==> src/rtl/qic117_pkg.sv <==
// Shared types, error codes and time-to-clock helpers for the QIC-117 command decoder.
package qic117_pkg;

   typedef enum logic [1:0] {
      ST_IDLE  = 2'd0,
      ST_COUNT = 2'd1,
      ST_PUSH  = 2'd2
   } qic_state_t;

   localparam logic [1:0] QIC_ERR_OK    = 2'd0;
   localparam logic [1:0] QIC_ERR_RANGE = 2'd1;
   localparam logic [1:0] QIC_ERR_GAP   = 2'd2;
   localparam logic [1:0] QIC_ERR_SEL   = 2'd3;

   function automatic int unsigned us_to_clks(input longint unsigned clk_hz,
                                              input longint unsigned us);
      longint unsigned v;
      v = (clk_hz * us) / 64'd1_000_000;
      return v[31:0];
   endfunction

   function automatic int unsigned ms_to_clks(input longint unsigned clk_hz,
                                              input longint unsigned ms);
      longint unsigned v;
      v = (clk_hz * ms) / 64'd1_000;
      return v[31:0];
   endfunction

endpackage

==> src/rtl/qic117_cmd_fifo.sv <==
// First-word-fall-through command FIFO with occupancy level and sticky overflow flag.
module qic117_cmd_fifo #(
   parameter int WIDTH = 10,
   parameter int DEPTH = 4
) (
   input  logic                       clk,
   input  logic                       reset,
   input  logic                       i_flush,
   input  logic                       i_push,
   input  logic [WIDTH-1:0]           i_din,
   input  logic                       i_pop,
   output logic                       o_valid,
   output logic [WIDTH-1:0]           o_dout,
   output logic [$clog2(DEPTH+1)-1:0] o_level,
   output logic                       o_overflow
);

   localparam int LVL_W = $clog2(DEPTH + 1);
   localparam int PTR_W = (DEPTH > 1) ? $clog2(DEPTH) : 1;

   logic [WIDTH-1:0] r_mem [DEPTH];
   logic [PTR_W-1:0] r_wr_ptr;
   logic [PTR_W-1:0] r_rd_ptr;
   logic [LVL_W-1:0] r_level;
   logic             r_overflow;

   logic w_empty;
   logic w_full;
   logic w_do_pop;
   logic w_do_push;
   logic w_drop;

   assign w_empty   = (r_level == '0);
   assign w_full    = (r_level == LVL_W'(DEPTH));
   assign w_do_pop  = i_pop & ~w_empty;
   // A pop in the same cycle frees the slot, so a push into a full FIFO still lands.
   assign w_do_push = i_push & (~w_full | w_do_pop);
   assign w_drop    = i_push & w_full & ~w_do_pop;

   always_ff @(posedge clk) begin
      if (w_do_push)
         r_mem[r_wr_ptr] <= i_din;
   end

   always_ff @(posedge clk) begin
      if (reset || i_flush) begin
         r_wr_ptr   <= '0;
         r_rd_ptr   <= '0;
         r_level    <= '0;
         r_overflow <= 1'b0;
      end else begin
         if (w_do_push)
            r_wr_ptr <= r_wr_ptr + 1'b1;
         if (w_do_pop)
            r_rd_ptr <= r_rd_ptr + 1'b1;
         r_level <= r_level + LVL_W'(w_do_push) - LVL_W'(w_do_pop);
         if (w_drop)
            r_overflow <= 1'b1;
      end
   end

   assign o_valid    = ~w_empty;
   assign o_dout     = w_empty ? '0 : r_mem[r_rd_ptr];
   assign o_level    = r_level;
   assign o_overflow = r_overflow;

endmodule

==> src/rtl/qic117_cmd_decoder.sv <==
// QIC-117 tape-mode command decoder: debounces STEP, counts pulses into sequences,
// validates each closed sequence and queues it as a tagged entry for the tape controller.
module qic117_cmd_decoder
   import qic117_pkg::*;
#(
   parameter int unsigned CLK_FREQ_HZ = 200_000_000,
   parameter int unsigned TIMEOUT_MS  = 100,
   parameter int unsigned DEBOUNCE_US = 10,
   parameter int unsigned MIN_GAP_US  = 2000,
   parameter int          CNT_WIDTH   = 6,
   parameter int unsigned MAX_CMD     = 48,
   parameter int          FIFO_DEPTH  = 4
) (
   input  logic                            clk,
   input  logic                            reset,
   input  logic                            tape_mode_en,
   input  logic                            step_in,
   input  logic [1:0]                      drive_sel,
   output logic                            cmd_valid,
   input  logic                            cmd_ready,
   output logic [CNT_WIDTH-1:0]            cmd_code,
   output logic [1:0]                      cmd_drive,
   output logic [1:0]                      cmd_err,
   output logic [$clog2(FIFO_DEPTH+1)-1:0] fifo_level,
   output logic                            overflow,
   output logic [CNT_WIDTH-1:0]            pulse_count,
   output logic                            counting,
   output logic                            timeout_pending
);

   localparam int unsigned TIMEOUT_CLKS  = ms_to_clks(64'(CLK_FREQ_HZ), 64'(TIMEOUT_MS));
   localparam int unsigned DEBOUNCE_CLKS = us_to_clks(64'(CLK_FREQ_HZ), 64'(DEBOUNCE_US));
   localparam int unsigned MIN_GAP_CLKS  = us_to_clks(64'(CLK_FREQ_HZ), 64'(MIN_GAP_US));

   localparam int TO_W  = (TIMEOUT_CLKS  > 1) ? $clog2(TIMEOUT_CLKS)  : 1;
   localparam int DB_W  = (DEBOUNCE_CLKS > 1) ? $clog2(DEBOUNCE_CLKS) : 1;
   localparam int GAP_W = (MIN_GAP_CLKS  > 1) ? $clog2(MIN_GAP_CLKS)  : 1;
   localparam int ENT_W = CNT_WIDTH + 4;

   localparam logic [TO_W-1:0]  TO_LAST  = TO_W'(TIMEOUT_CLKS - 1);
   localparam logic [DB_W-1:0]  DB_LAST  = DB_W'(DEBOUNCE_CLKS - 1);
   localparam logic [GAP_W-1:0] GAP_LAST = GAP_W'(MIN_GAP_CLKS - 1);

   logic            r_step_s1;
   logic            r_step_s2;
   logic            r_step_deb;
   logic [1:0]      r_sel_s1;
   logic [1:0]      r_sel_s2;
   logic [DB_W-1:0] r_db_cnt;

   logic            w_db_accept;
   logic            w_step_rise;

   assign w_db_accept = (r_step_s2 != r_step_deb) && (r_db_cnt == DB_LAST);
   // Rise is flagged in the cycle the debounced value is loaded, so the FSM acts on that same edge.
   assign w_step_rise = w_db_accept & r_step_s2;

   always_ff @(posedge clk) begin
      if (reset) begin
         r_step_s1  <= 1'b0;
         r_step_s2  <= 1'b0;
         r_step_deb <= 1'b0;
         r_sel_s1   <= '0;
         r_sel_s2   <= '0;
         r_db_cnt   <= '0;
      end else begin
         r_step_s1 <= step_in;
         r_step_s2 <= r_step_s1;
         r_sel_s1  <= drive_sel;
         r_sel_s2  <= r_sel_s1;
         if (r_step_s2 == r_step_deb) begin
            r_db_cnt <= '0;
         end else if (w_db_accept) begin
            r_step_deb <= r_step_s2;
            r_db_cnt   <= '0;
         end else begin
            r_db_cnt <= r_db_cnt + 1'b1;
         end
      end
   end

   qic_state_t           r_state;
   logic [CNT_WIDTH-1:0] r_count;
   logic [1:0]           r_drive;
   logic                 r_gap_err;
   logic                 r_sel_err;
   logic [GAP_W-1:0]     r_gap_tmr;
   logic [TO_W-1:0]      r_to_tmr;

   qic_state_t           w_state_next;
   logic [CNT_WIDTH-1:0] w_count_next;
   logic [1:0]           w_drive_next;
   logic                 w_gap_err_next;
   logic                 w_sel_err_next;
   logic [GAP_W-1:0]     w_gap_tmr_next;
   logic [TO_W-1:0]      w_to_tmr_next;
   logic                 w_push;
   logic [1:0]           w_err;

   always_comb begin
      w_state_next   = r_state;
      w_count_next   = r_count;
      w_drive_next   = r_drive;
      w_gap_err_next = r_gap_err;
      w_sel_err_next = r_sel_err;
      w_gap_tmr_next = r_gap_tmr;
      w_to_tmr_next  = r_to_tmr;
      w_push         = 1'b0;

      case (r_state)
         ST_COUNT: begin
            if (w_step_rise) begin
               if (r_count != '1)
                  w_count_next = r_count + 1'b1;
               if (r_gap_tmr < GAP_LAST)
                  w_gap_err_next = 1'b1;
               w_gap_tmr_next = '0;
               w_to_tmr_next  = '0;
            end else begin
               if (r_sel_s2 != r_drive)
                  w_sel_err_next = 1'b1;
               if (r_gap_tmr != GAP_LAST)
                  w_gap_tmr_next = r_gap_tmr + 1'b1;
               if (r_to_tmr == TO_LAST)
                  w_state_next = ST_PUSH;
               else
                  w_to_tmr_next = r_to_tmr + 1'b1;
            end
         end
         ST_PUSH: begin
            w_push       = 1'b1;
            w_state_next = ST_IDLE;
            w_count_next = '0;
         end
         default: w_state_next = ST_IDLE;
      endcase

      // A rise in IDLE or in the PUSH cycle opens a fresh sequence.
      if ((r_state != ST_COUNT) && w_step_rise) begin
         w_state_next   = ST_COUNT;
         w_count_next   = CNT_WIDTH'(1);
         w_drive_next   = r_sel_s2;
         w_gap_err_next = 1'b0;
         w_sel_err_next = 1'b0;
         w_gap_tmr_next = '0;
         w_to_tmr_next  = '0;
      end

      if (!tape_mode_en) begin
         w_state_next   = ST_IDLE;
         w_count_next   = '0;
         w_gap_err_next = 1'b0;
         w_sel_err_next = 1'b0;
         w_gap_tmr_next = '0;
         w_to_tmr_next  = '0;
         w_push         = 1'b0;
      end
   end

   always_ff @(posedge clk) begin
      if (reset) begin
         r_state   <= ST_IDLE;
         r_count   <= '0;
         r_drive   <= '0;
         r_gap_err <= 1'b0;
         r_sel_err <= 1'b0;
         r_gap_tmr <= '0;
         r_to_tmr  <= '0;
      end else begin
         r_state   <= w_state_next;
         r_count   <= w_count_next;
         r_drive   <= w_drive_next;
         r_gap_err <= w_gap_err_next;
         r_sel_err <= w_sel_err_next;
         r_gap_tmr <= w_gap_tmr_next;
         r_to_tmr  <= w_to_tmr_next;
      end
   end

   always_comb begin
      w_err = QIC_ERR_OK;
      if (r_sel_err)
         w_err = QIC_ERR_SEL;
      else if (r_gap_err)
         w_err = QIC_ERR_GAP;
      else if (32'(r_count) > MAX_CMD)
         w_err = QIC_ERR_RANGE;
   end

   logic [ENT_W-1:0] w_head;

   qic117_cmd_fifo #(
      .WIDTH (ENT_W),
      .DEPTH (FIFO_DEPTH)
   ) u_fifo (
      .clk        (clk),
      .reset      (reset),
      .i_flush    (~tape_mode_en),
      .i_push     (w_push),
      .i_din      ({r_count, r_drive, w_err}),
      .i_pop      (cmd_ready),
      .o_valid    (cmd_valid),
      .o_dout     (w_head),
      .o_level    (fifo_level),
      .o_overflow (overflow)
   );

   assign cmd_code        = w_head[ENT_W-1 -: CNT_WIDTH];
   assign cmd_drive       = w_head[3:2];
   assign cmd_err         = w_head[1:0];
   assign pulse_count     = r_count;
   assign counting        = (r_state != ST_IDLE);
   assign timeout_pending = (r_state == ST_COUNT);

endmodule
==> config.mk <==
export PLATFORM = sky130hd
export DESIGN_NAME = qic117_cmd_decoder
export DESIGN_NICKNAME = d
export VERILOG_FILES = /design/src/rtl/qic117_pkg.sv /design/src/rtl/qic117_cmd_fifo.sv /design/src/rtl/qic117_cmd_decoder.sv
export SDC_FILE = /design/constraint.sdc
export NUM_CORES = 1
export LEC_CHECK = 0
export CAP_MARGIN = 20
export CORE_ASPECT_RATIO = 0.9
export CORE_MARGIN = 10
export CORE_UTILIZATION = 35
export CTS_CLUSTER_DIAMETER = 120
export CTS_CLUSTER_SIZE = 40
export DETAILED_ROUTE_END_ITERATION = 12
export PLACE_DENSITY = 0.57
export SLEW_MARGIN = 15
export SYNTH_ARGS = -nofsm -noshare
export SYNTH_HDL_FRONTEND = slang
export SYNTH_SLANG_ARGS = --single-unit
==> constraint.sdc <==
create_clock -name clk -period 6.5 [get_ports clk]
set_clock_uncertainty 0.05 [all_clocks]
set_input_delay 0.975 -clock clk [delete_from_list [all_inputs] [get_ports clk]]
set_output_delay 0.975 -clock clk [all_outputs]
set_load 0.05 [all_outputs]
==> results.ini, run 1 <==
[timing]
clock.fmax_mhz = 277
relSlewSlack = 0.465
fin_crit_sh = 0.555
slew_violations = 0
hold_viol = 0
finalCriticalPeriod_ns = 3.61
tightest_slew_ns = 0.796
setup_tns_ns = 0
setup_viol = 0
grt_setup_unrepaired = no
setup_slack_ns = 2.89

[floorplan]
initial_core_util = 0.360
die_w_um = 153
core_mm2 = 0.0155
boundaryPins = 30
dieHeight_um = 140
dieArea_mm2 = 0.0215
placementRows = 43

[logic_synthesis]
synth_area_leaders = dfxtp_1 (30%), edfxtp_1 (21%), mux4_2 (4.0%)
syn_area_mm2 = 0.00560
synthCells = 539
ys_seq_area_frac = 0.515
ys_ff_latch = 124
synth_top_cell_by_area = dfxtp_1
ys_types = 50
synth_edf_count = 40
synthFlopType = dfxtp_1
yosysTopAreaCellShare = 0.300
yosys_warnings = 0
syn_area_per_cell_um2 = 10.4
async_flop_share = 0
syn_nets = 561

[drt]
route.met3.wl_um = 469
vias_per_cell = 5.23
drcViolationCount = 0
ant_nets = 0
routed_wl_um = 11200
num_vias = 4068
wl_met2_um = 5240
top_layer = met4
wl_met1_um = 5400
wl_per_cell_um = 14.4
dr.first_iter.drc_count = 237
drt-pass1-iter-count = 4

[cts]
postCtsHoldBufs = 0
clock_latency_ns = 0.41
cts.clk_slew.worst_paths_ns = 0.06
numCtsBuffers = 17
root_buffer = clkbuf_16
ctsHtreeMaxLevel = 4
post_cts_resize_count = 0
clock-sinks = 124
tritoncts = built
cts_setup_buffers = 0
clockBufferDepth = 2

[power]
max-vdd-ir-drop_mv = 0.175
p_total_mw = 1.72
leakagePower_nw = 2.21
cellPowerDensity_mw_per_mm2 = 261

[worst_setup_path]
critPathMaxFanout = 10
rrSetupSlack_ns = 3.84
rr_startpoint = r_db_cnt[5]
cp_data_required_time_ns = 5.47
r2r-end = r_to_tmr[7]
worstSetupEndpointType = output pin
crit_path_start_kind = flop
arrival_ns = 2.58
r2r_cells = 6
critPathKind = reg -> out

[placement]
place_inst = 746
dpl.hpwl_um = 7820
portBuffers = 29
pre_cts_ws_ns = 3.29
gp_congestion = 0.786

[global_route]
first_global_vias = 4002
antenna_found_initial = 0
grt_max_degree = 42
grt_pass1_wl_um = 19200
overflow = 0
grt_usage = 0.106

[cells_and_area]
fillCellCount = 1456
num-nets-final = 585
antenna_cells = 0
area_growth_syn_to_layout_pct = 18.0
drive_gt1_frac = 0.0938
final-instance-count-excl-fill = 778
fin_util = 0.425

[hold_path]
min-delay-start = r_sel_s1[1]
hold_end = r_sel_s2[1]
min_path_cells = 1
holdCritPathClass = reg -> reg

[run_status]
status = completed

[flow_run]
max-cap-violations = 0

==> report_power, final <==
group,leakage [nW],switching [mW],internal [mW]
sequential,1.06,0.000863,0.796
combinational,0.873,0.0106,0.00592
clock,0.281,0.370,0.539
total,2.21,0.382,1.34
==> cells by family (layout without fill, tap and decap cells) <==
| family | after synthesis | in the layout | share of synthesized area |
|---|---|---|---|
| fa+ha+maj | 15 | 15 | 0.0348 |
| xor+xnor | 33 | 33 | 0.0516 |
| simple gates | 235 | 235 | 0.232 |
| buf+inv | 40 | 77 | 0.0322 |
| flops | 124 | 124 | 0.515 |
| mux | 17 | 17 | 0.0527 |
| compound gates | 75 | 75 | 0.0826 |
==> state kept, by name, indices dropped and copies added, names as in the netlist, 2 cells and up, named ones only <==
register and count:
r_state 2, r_sel_s1 2, r_db_cnt 11, pulse_count 6
u_fifo.r_mem 40, u_fifo.r_rd_ptr 2, r_gap_tmr 19, r_drive 2
r_to_tmr 25, r_sel_s2 2, u_fifo.o_level 3, u_fifo.r_wr_ptr 2
==> cells in the mapped netlist (14+ instances only) <==
cell	n
xor2_1	16
or3_1	18
or4_1	14
and2_1	20
ha_1	14
nand4_1	17
dfxtp_1	84
a21oi_1	27
nand2_1	36
xnor2_1	17
o21ai_1	16
edfxtp_1	40
nand3_1	19
nor2_1	55
==> through the flow <==
step | area (µm²) | hold WS (ns)
after floorplan | 5600 | 0.364
after global placement | 6040 | 0.381
after detailed placement | 6040 | 0.378
after CTS | 6610 | 0.386
after global routing | 6610 | 0.408
final | 6610 | 0.381
==> per-layer routing <==
metal,vias up,track usage
met3,7,0.0349
li1,2020,-
met2,66,0.172
met4,0,0.0383
met5,-,0
met1,1975,0.130
==> final cells by class <==
type,count,area [µm²],share of cell area
well taps,202,253,0.0382
clock buffers,17,425,0.0643
inverters,13,48.8,0.00738
flip-flops and latches,124,2880,0.436
multi-input cells,375,2540,0.384
clock inverters,15,149,0.0225
repair buffers,32,313,0.0473
==> worst max path at each step <==
stage	startpoint	endpoint	slack, ns	cells after the start
after global routing	flop	cmd_err[1]	2.73	3
after global placement	flop	cmd_err[0]	3.33	3
final	flop	cmd_code[2]	2.89	3
after CTS	flop	cmd_drive[0]	2.84	3
after detailed placement	flop	cmd_drive[0]	3.29	3
after floorplan	u_fifo.o_level[1]	cmd_code[0]	3.47	3
==> critical path: stages (launching register included) <==
cell             delay, ns
dfxtp_1               0.73
mux4_2                0.58
and2_1                0.17
clkdlybuf4s50_1       0.70
==> cells in the final DEF (no fill, tap or decap), types with 11 or more instances in the layout <==
cell,netlist,layout
inv_1,13,13
and3_1,11,11
or4_1,14,14
xnor2_1,17,17
clkdlybuf4s50_1,0,29
nand4_1,17,17
dfxtp_1,84,84
nand2_1,36,36
xor2_1,16,16
nand3_1,19,19
and2_1,20,20
nor2_1,55,55
ha_1,14,14
clkbuf_16,0,17
or3_1,18,18
o21ai_1,16,16
a21oi_1,27,27
edfxtp_1,40,40
No activity file was read; power rests on OpenSTA's default activity.
==> inputs of run 2 (changes only) <==
--- a/config.mk
+++ b/config.mk
@@ -12,7 +12,7 @@
 export CTS_CLUSTER_DIAMETER = 120
 export CTS_CLUSTER_SIZE = 40
 export DETAILED_ROUTE_END_ITERATION = 12
-export PLACE_DENSITY = 0.57
+export PLACE_DENSITY = 0.59
 export SLEW_MARGIN = 15
 export SYNTH_ARGS = -nofsm -noshare
 export SYNTH_HDL_FRONTEND = slang
==> constraint.sdc (replaced) <==
create_clock -name clk -period 2.9 [get_ports clk]
set_clock_uncertainty 0.05 [all_clocks]
set_input_delay 0.435 -clock clk [delete_from_list [all_inputs] [get_ports clk]]
set_output_delay 0.435 -clock clk [all_outputs]
set_load 0.05 [all_outputs]
==> run 2 against run 1 <==
Net effect:
- sequential power is 120% higher
- die area is the same
- final area increased by 2.3%
- routed wire length up 2.4%
- largest power group unchanged
- clock power grew 130%
==> results.ini, run 2 (same netlist as run 1, synthesis figures left out) <==
[cells_and_area]
final_common_cell = dfxtp_1
final-instance-count-excl-fill = 792
fin_util = 0.435
antenna_cells = 0
top_register = u_fifo.r_mem
num-nets-final = 599
drive_gt1_frac = 0.115
fin_area_mm2 = 0.00677
final_cell_mix = dfxtp_1 (84), nor2_1 (55), edfxtp_1 (40)
reg.largest.list = u_fifo.r_mem (40), r_to_tmr (25), r_gap_tmr (19)
area_growth_syn_to_layout_pct = 20.7
fillCellCount = 1433
multi_input_area_mm2 = 0.00254
largest_reg_flops = 40
regArea_mm2 = 0.00288

[placement]
portBuffers = 29
gp_congestion = 0.816
dpl.hpwl_um = 7980
place_inst = 760
place_area_mm2 = 0.00614
pre_cts_ws_ns = 0.262

[drt]
drcViolationCount = 0
dr.first_iter.drc_count = 258
wl_per_cell_um = 14.5
num_vias = 4104
ant_nets = 0
drt-pass1-iter-count = 4
routed_wl_um = 11500
vias_per_cell = 5.18

[cts]
ctsHtreeMaxLevel = 4
post_cts_resize_count = 0
cts.clk_slew.worst_paths_ns = 0.06
clockBufferDepth = 2
clock_latency_ns = 0.42
numCtsBuffers = 17
root_buffer = clkbuf_16
clock-sinks = 124
cts_setup_buffers = 0
postCtsHoldBufs = 0
tritoncts = built

[power]
power_frac_clock = 0.535
p_int_mw = 3.06
sw_frac_of_total = 0.222
max-vdd-ir-drop_mv = 0.399
pwr-share-seq = 0.454
cellPowerDensity_mw_per_mm2 = 582
power_frac_comb = 0.011
p_total_mw = 3.93
leakagePower_nw = 2.46
power.switching_mw = 0.873

[floorplan]
die_w_um = 153
dieArea_mm2 = 0.0215
boundaryPins = 30
core_mm2 = 0.0155
dieHeight_um = 140
placementRows = 43
initial_core_util = 0.360

[worst_setup_path]
cp_data_required_time_ns = 2.41
crit_path_start_kind = flop
critPathMaxFanout = 15
arrival_ns = 2.25
critPathMaxStageDelay_ns = 0.91
critPathKind = reg -> out
path_cells = inv_1, ha_1, clkdlybuf4s50_1
worstSetupEndpointType = output pin
slowest_stage = clkdlybuf4s50_1
r2r_cells = 5

[timing]
clock.fmax_mhz = 366
finalCriticalPeriod_ns = 2.73
holdWs_ns = 0.388
slew_violations = 0
setup_tns_ns = 0
setup_viol = 0
relSlewSlack = 0.533
tightest_slew_ns = 0.697
hold_viol = 0
fin_crit_sh = 0.943
grt_setup_unrepaired = no
setup_slack_ns = 0.165

[global_route]
grt_max_degree = 23
grt_usage = 0.110
overflow = 0
grt_pass1_wl_um = 19500
first_global_vias = 3989
antenna_found_initial = 0

[run_status]
status = completed

[hold_path]
min_path_cells = 1
holdCritPathClass = reg -> reg

[flow_run]
max-cap-violations = 0

-- run 2: cell types whose count changed in the layout (fill, tap and decap cells not counted), moves of 2 or more --
cell             change
clkdlybuf4s50_1     -10
clkinv_4             +2
dlymetal6s2s_1      +10
inv_6                -3
buf_4               +14
-- run 2: final cells by class --
cell class                 instances  share of cell area
sequential                       124               0.426
multi-input combinational        375               0.375
clock buffer                      18              0.0666
timing repair buffer              46              0.0655
tap                              202              0.0374
clock inverter                    14              0.0218
inverter                          13             0.00721
-- run 2: power groups by stage --
| stage | clock network, mW | registers [mW] | logic, mW |
|---|---|---|---|
| after floorplan | 0 | 1.82 | 0.0220 |
| after global placement | 0 | 1.82 | 0.0416 |
| after detailed placement | 0 | 1.82 | 0.0426 |
| after CTS | 2.15 | 1.79 | 0.0428 |
| after global routing | 2.23 | 1.79 | 0.0466 |
| final | 2.11 | 1.79 | 0.0416 |
-- run 2: worst paths after layout --
kind,startpoint,endpoint,slack [ns]
min reg2reg,r_step_s1,r_step_s2,0.39
max reg2reg,r_db_cnt[5],pulse_count[2],0.32
min,r_step_s1,r_step_s2,0.39
max,r_state[1],timeout_pending,0.17
-- run 2: worst max-delay path: cells and delay by family (launching register included) --
kind / cells / cell delay, ns
buf+inv: 2 / 1.00
flops: 1 / 0.32
fa+ha+maj: 1 / 0.50
-- run 2: per-layer routing --
layer / GRT usage / wire length (µm) / up-vias
li1: - / - / 2050
met1: 0.137 / 5500 / 1975
met2: 0.173 / 5450 / 69
met3: 0.0398 / 451 / 10
met4: 0.0373 / 94 / 0
met5: 0 / 0 / -
